File: src/rtl/pc_sequencer.sv
// Fetch PC sequencer: owns the PC and applies same-cycle or pending redirects on each accepted imem fetch.
// Latency: a redirect reaches pc/imem_addr one cycle after its accepting ack; the first fetch is issued two edges after reset release.
// Backpressure: imem_ack low holds the fetch in place; stall parks the sequencer with imem_req low and pc frozen.
// Optional build macro PCSEQ_ALIGN_CHECK_EN: reject (rather than realign) redirect targets whose low two bits are non-zero.
module pc_sequencer #(
    parameter int               WIDTH    = 32,
    parameter logic [WIDTH-1:0] RESET_PC = '0
) (
    input  logic             clk,
    input  logic             reset_n,
    input  logic [1:0]       pcsrc,
    input  logic             redirect_valid,
    input  logic [WIDTH-1:0] branch_target,
    input  logic [25:0]      jump_index,
    input  logic [WIDTH-1:0] jr_target,
    input  logic             stall,
    input  logic             imem_ack,
    output logic             imem_req,
    output logic [WIDTH-1:0] imem_addr,
    output logic [WIDTH-1:0] pc,
    output logic [WIDTH-1:0] pc_plus4,
    output logic             flush,
    output logic             misaligned
);

    typedef enum logic [1:0] {
        BOOT  = 2'd0,
        FETCH = 2'd1,
        HOLD  = 2'd2
    } state_t;

    state_t           state;
    state_t           state_nxt;
    logic             run_en;
    logic [WIDTH-1:0] pc_q;
    logic [WIDTH-1:0] pend_pc;
    logic             pend_valid;
    logic             flush_q;
    logic [WIDTH-1:0] sel_tgt;
    logic [WIDTH-1:0] jump_tgt;
    logic [WIDTH-1:0] tgt;
    logic [27:0]      jfield;
    logic             redir_sel;
    logic             redir_take;
    logic             ack_acc;

    assign pc        = pc_q;
    assign imem_addr = pc_q;
    assign pc_plus4  = pc_q + WIDTH'(4);

    // J-type target keeps the region bits of the next sequential PC
    assign jfield = {jump_index, 2'b00};
    if (WIDTH > 28) begin : g_jwide
        assign jump_tgt = {pc_plus4[WIDTH-1:28], jfield};
    end else begin : g_jnarrow
        assign jump_tgt = jfield[WIDTH-1:0];
    end

    // Select the candidate redirect target from the pcsrc code
    always_comb begin
        sel_tgt = branch_target;
        case (pcsrc)
            2'b10:   sel_tgt = jump_tgt;
            2'b11:   sel_tgt = jr_target;
            default: sel_tgt = branch_target;
        endcase
    end

    assign redir_sel = redirect_valid && (pcsrc != 2'b00);
    assign ack_acc   = (state == FETCH) && imem_ack && !stall;

`ifdef PCSEQ_ALIGN_CHECK_EN
    logic tgt_misal;
    logic misal_q;

    assign tgt_misal  = (sel_tgt[1:0] != 2'b00);
    assign tgt        = sel_tgt;
    assign redir_take = redir_sel && !tgt_misal;
    assign misaligned = misal_q;

    // Pulse once for every qualified redirect whose target is rejected
    always_ff @(posedge clk or negedge reset_n) begin
        if (!reset_n) begin
            misal_q <= 1'b0;
        end else begin
            misal_q <= redir_sel && tgt_misal;
        end
    end
`else
    assign tgt        = sel_tgt & ~WIDTH'(3);
    assign redir_take = redir_sel;
    assign misaligned = 1'b0;
`endif

    // Swallow the first edge after reset release so BOOT spans one full cycle
    always_ff @(posedge clk or negedge reset_n) begin
        if (!reset_n) begin
            run_en <= 1'b0;
        end else begin
            run_en <= 1'b1;
        end
    end

    // FSM state register
    always_ff @(posedge clk or negedge reset_n) begin
        if (!reset_n) begin
            state <= BOOT;
        end else begin
            state <= state_nxt;
        end
    end

    // FSM next state: stall parks in HOLD from any state
    always_comb begin
        state_nxt = state;
        case (state)
            BOOT:    if (run_en) state_nxt = stall ? HOLD : FETCH;
            FETCH:   state_nxt = stall ? HOLD : FETCH;
            HOLD:    state_nxt = stall ? HOLD : FETCH;
            default: state_nxt = BOOT;
        endcase
    end

    // FSM outputs: request is a decode of the registered state
    always_comb begin
        imem_req = (state == FETCH);
    end

    // PC, pending redirect and flush update; an accepted ack consumes the pending slot
    always_ff @(posedge clk or negedge reset_n) begin
        if (!reset_n) begin
            pc_q       <= RESET_PC;
            pend_pc    <= RESET_PC;
            pend_valid <= 1'b0;
            flush_q    <= 1'b0;
        end else begin
            flush_q <= 1'b0;
            if (ack_acc) begin
                pend_valid <= 1'b0;
                if (redir_take) begin
                    pc_q    <= tgt;
                    flush_q <= 1'b1;
                end else if (pend_valid) begin
                    pc_q    <= pend_pc;
                    flush_q <= 1'b1;
                end else begin
                    pc_q <= pc_plus4;
                end
            end else if (redir_take) begin
                pend_valid <= 1'b1;
                pend_pc    <= tgt;
            end
        end
    end

    assign flush = flush_q;

endmodule

File: config.mk
export PLATFORM = sky130hd
export DESIGN_NAME = pc_sequencer
export DESIGN_NICKNAME = d
export VERILOG_FILES = /design/src/rtl/pc_sequencer.sv
export SDC_FILE = /design/constraint.sdc
export NUM_CORES = 1
export LEC_CHECK = 0
export CORE_ASPECT_RATIO = 1.5
export CORE_UTILIZATION = 30
export DETAILED_ROUTE_END_ITERATION = 8
export GPL_ROUTABILITY_DRIVEN = 1
export GPL_TIMING_DRIVEN = 0
export HOLD_SLACK_MARGIN = 0.08
export PLACE_DENSITY = 0.59
export SLEW_MARGIN = 20
export SYNTH_ARGS = -nofsm -noshare
export SYNTH_HDL_FRONTEND = slang
export SYNTH_SLANG_ARGS = --single-unit
File: constraint.sdc
create_clock -name clk -period 2.01 [get_ports clk]
set_input_delay 0.402 -clock clk [delete_from_list [all_inputs] [get_ports clk]]
set_output_delay 0.402 -clock clk [all_outputs]
set_load 0.01 [all_outputs]
# Yosys cells after proc, flatten, opt, wreduce, memory -nomap -nowiden
# Index checks and enable logic that the tools add are counted.
# word_totals
ff_bits,67
latch_bits,0
ramBits,0
romBits,0
inputBits,97
output_inout_bits,99
memories,0
# op_classes
add_sub_neg,1
n_mul,0
div,0
order_cmp,0
eq_ne,5
shifts,0
n_mux,11
bitwise_logic,1
n_reduce_logical,9
# op_table
operator,count
$mux 32,2
$pmux 32 s2,1
$add 32x3->32 const B,1
$eq 2x2->1 const B,3
$mux 1,5
$mux 2,2
$pmux 2 s2,1
$reduce_bool 2->1,2
$logic_and 1x1->1,3
$eq 2x1->1 const B,1
$logic_not 2->1,1
$ne 2x2->1 const B,1
$reduce_and 2->1,1
$reduce_or 2->1,1
$logic_not 1->1,1
$not 1->1,1

# Longest topological paths before layout
# depth
word_depth,5
ltp_mapped,8

# Least setup slack after synthesis
# OpenSTA, ideal clock, no wires.
# synth_path
kind,register to output
from,"register pc_q[5], in the netlist imem_addr[5]"
to,output pc_plus4[17]
arrival_time_ps,1647
t_required_ps,1608
setup_slack_ps,-39
path_stages_with_launch,5
n_path_buf,0
path_cell_list,dfrtp_1 > nand4_4 > or4_4 > nor3_2 > xor2_1
# synth_between
elab_chain_len,1
# synth_lines
item,line_no,text
start: declaration,35,logic [WIDTH-1:0] pc_q;
start signal: assignment,141,pc_q <= tgt;
start signal: assignment,144,pc_q <= pend_pc;
start signal: assignment,147,pc_q <= pc_plus4;
$add 32x3->32,49,assign pc_plus4 = pc_q + WIDTH'(4);
end: declaration,21,"output logic [WIDTH-1:0] pc_plus4,"
# Every way passes these cells.

# Worst setup path in the final report
# layout_path
from,"register pc_q[6], in the netlist imem_addr[6]"
to,output pc_plus4[17]
# Same word-level chain as after synthesis.

==> flow_summary_export.csv <==
group,metric,value,unit
clocking,htree_levels,3,
routing,route.detailed.drc,0,
floorplanning,die_area,16000,um^2
routing,ant_nets,0,
worst_setup_path,critPathLaunchType,"register",
flow_run,max_cap_violations,0,
min_path,hold_class,"reg2reg",
grt,grt_pass1_vias,5407,
clocking,cts-root-buf,"clkbuf_16",
synth,avgSynthCellArea,8.651,um^2
sta,hold_violations,0,
clocking,cts.sinks,65,
sta,min_period_over_period,118.8,%
power,power.total,7.777,mW
power,vdd_drop_max,0.0004355,V
synth,ys_ff_latch,65,
floorplanning,die_x,103.6,um
worst_setup_path,critPathMaxFanout,3,
sta,slew_headroom,54.24,%
synth,async_reset_ff_share,100.0,%
synth,yosysSeqAreaShare,35.01,%
worst_setup_path,worst-endpoint-required,1610,ps
synth,ys.flop_type,"dfrtp_1",
synth,ys_types,61,
finish,final_cells,1024,
sta,timing.fmax,418.7,MHz
clocking,cts_tree,"yes",
floorplanning,die_h,154.4,um
synth,synth_cells,537,
worst_setup_path,endpoint_kind,"output pin",
finish,nets,917,
synth,yosys_warnings,0,
synth,synth_top_area_cell,"dfrtp_1",
finish,drive_gt1_share,35.07,%
power,powerDensity,955.4,nW/um^2
finish,nFillCells,1421,
sta,final.min_clock_period,2388,ps
worst_setup_path,critPathKind,"reg2out",
worst_setup_path,reg2reg_depth,9,
synth,synth_edf_count,0,
finish,syn_to_final_growth,75.22,%
power,leakagePower,3.678,nW
sta,worst_pin_slew,686.5,ps
sta,final_max_slew_viol_count,0,
clocking,clock_latency,340,ps
floorplanning,core,15140,um^2
floorplanning,start_util,30.69,%
worst_setup_path,critPathArrivalTime,1990,ps
synth,synth_top_area_share,35.01,%
grt,grt_pass1_wl,29140,um
routing,routedWlPerCell,19.07,um
synth,synth.area.top_cells,"dfrtp_1 (35%), mux2i_1 (8.4%), buf_4 (6.1%), o21ai_0 (5.5%), nand2_1 (4.8%)",
worst_setup_path,cp_slowest_cell,"or4_4",
grt,grt_util_all_layers,23.94,%
clocking,clock_path_buffers,2,
routing,wirelength,19520,um
floorplanning,pin_count,196,
sta,finalSetupTns,-6134,ps
placement,place.gp.congestion,0.8882,
floorplanning,row_count,55,
routing,drtIter0Drc,289,
worst_setup_path,slowest_delay,580,ps
placement,port_buffers,182,
grt,grt_overflow,0,
routing,viasPerCell,5.201,
placement,dp_hpwl,13570,um
min_path,hold_depth,2,
synth,syn-cell-area,4646,um^2
routing,dr.pass1.iters,5,
grt,antenna_found_initial,1,
routing,vias,5326,
sta,setup_slack,-378.1,ps
sta,setup_violations,25,
worst_setup_path,worstPathCellList,"nand4_4, or4_4, nor3_4, xor2_2, buf_2",
run_status,status,"finished, violations left",
grt,grt_max_degree,48,
clocking,cts_made_buffers,9,
clocking,cts.clk_slew.worst_paths,60,ps
sta,finalClockSkew,7.351,ps
sta,rsz0062_at_grt,"yes",
run_status,violations,"setup timing",
placement,placed_cells,925,
-- through the flow --
stage / hold WS (ps) / setup slack [ps] / instance area, um^2 / util (%)
3_5_place_dp: 306.6 / -987.7 / 6777 / 44.76
3_3_place_gp: 455.7 / -2084 / 6751 / 44.60
6_report: 482.0 / -378.1 / 8140 / 53.77
2_1_floorplan: 106.4 / 0.6560 / 4681 / -
4_1_cts: 478.8 / -375.8 / 7911 / 52.26
5_1_grt: 514.8 / -476.8 / 8140 / 53.77
-- layout by cell type (no fill, tap or decap), drive strengths merged, types with 8 or more instances in the layout --
cell type	n
conb	8
dfrtp	65
clkdlybuf4s50	150
nand2	60
inv	8
mux2i	39
clkbuf	37
nor2	29
a22oi	8
o21ai	52
buf	163
nand4	10
nand3	32
a21oi	19
xnor2	20
or3	8
mux2	16
-- power by group --
group,leakage (nW),internal (mW),switching (mW)
clock network,0.150,1.02,0.594
logic,2.77,2.31,1.81
registers,0.757,1.66,0.380
total,3.68,5.00,2.78
-- timing repair --
item	4_1_cts	5_1_grt
buffers inserted	70	17
gates cloned	1	1
pin swaps	35	32
setup endpoints to repair	90	76
resized for setup	207	60
hold endpoints to repair	18	0
hold buffers	1	0
-- flip-flops by register name (all words and copies together), names as in the netlist --
signal      count
run_en          1
state           2
pend_pc        30
flush           1
pend_valid      1
imem_addr      30
-- metal layers --
metal,routed length [um],track usage [%]
met1,7225,25.36
met2,10220,43.82
met3,1228,4.046
met4,848,15.18
met5,0,0
-- critical path, delay by kind of cell, from the launching register on --
family | cells | cell delay (ps)
buffers and inverters | 1 | 160
AND/OR/NAND/NOR | 3 | 890
XOR/XNOR | 1 | 190
flip-flops | 1 | 410
-- final cells by class --
class	instances	area [um^2]	share of cell area, %
flip-flops and latches	65	1657	20.35
well taps	199	249.0	3.059
clock inverters	3	40.04	0.4919
plain buffers	73	490.5	6.025
repair buffers	267	2451	30.11
clock buffers	13	260.3	3.197
diodes	1	2.502	0.03074
multi-input cells	395	2960	36.37
inverters	8	30.03	0.3689
-- cell usage after synthesis, types with 2 or more instances --
master and count:
dfrtp_1 65, nand2_1 60, o21ai_0 51, mux2i_1 39
buf_4 38, nand3_1 31, nor2_1 28, clkbuf_1 25
xnor2_1 20, a21oi_1 19, mux2_2 16, a22oi_1 8
buf_2 8, inv_1 8, nand4_1 8, or3_1 8
a21o_1 7, a31oi_1 7, nor2b_1 7, a211oi_1 6
xor2_1 6, a32oi_1 5, nor3_1 5, a41o_1 4
buf_1 4, and3_1 3, nand2b_1 3, nor4_1 3
o221ai_1 3, o22a_1 3, a21boi_0 2, a311oi_1 2
and2_1 2, conb_1 2, nand3b_1 2, nand4b_1 2
o31ai_1 2, or4_1 2
-- kinds of logic (layout without fill, tap and decap cells) --
family,count (synthesis),in the layout,share of synthesized area (%)
AO/OA/AOI/OAI,127,127,17.26
XOR/XNOR,26,26,4.902
adder cells (fa/ha/maj),1,1,0.2693
buffers and inverters,83,364,9.992
flip-flops,65,65,35.01
multiplexers,55,55,12.28
other,2,9,0.1617
AND/OR/NAND/NOR,178,178,20.12
-- final timing paths --
kind / startpoint / end / slack, ps
min in group asynchronous: reset_n / pend_pc[29] / 490
min: pend_pc[20] / pend_pc[20] / 480
max in group asynchronous: reset_n / imem_addr[3] / 980
max: imem_addr[6] / pc_plus4[17] / -380
min reg2reg: pend_pc[20] / pend_pc[20] / 480
max reg2reg: imem_addr[6] / imem_addr[29] / -40
Note: power is estimated with default switching activity, not from simulation.
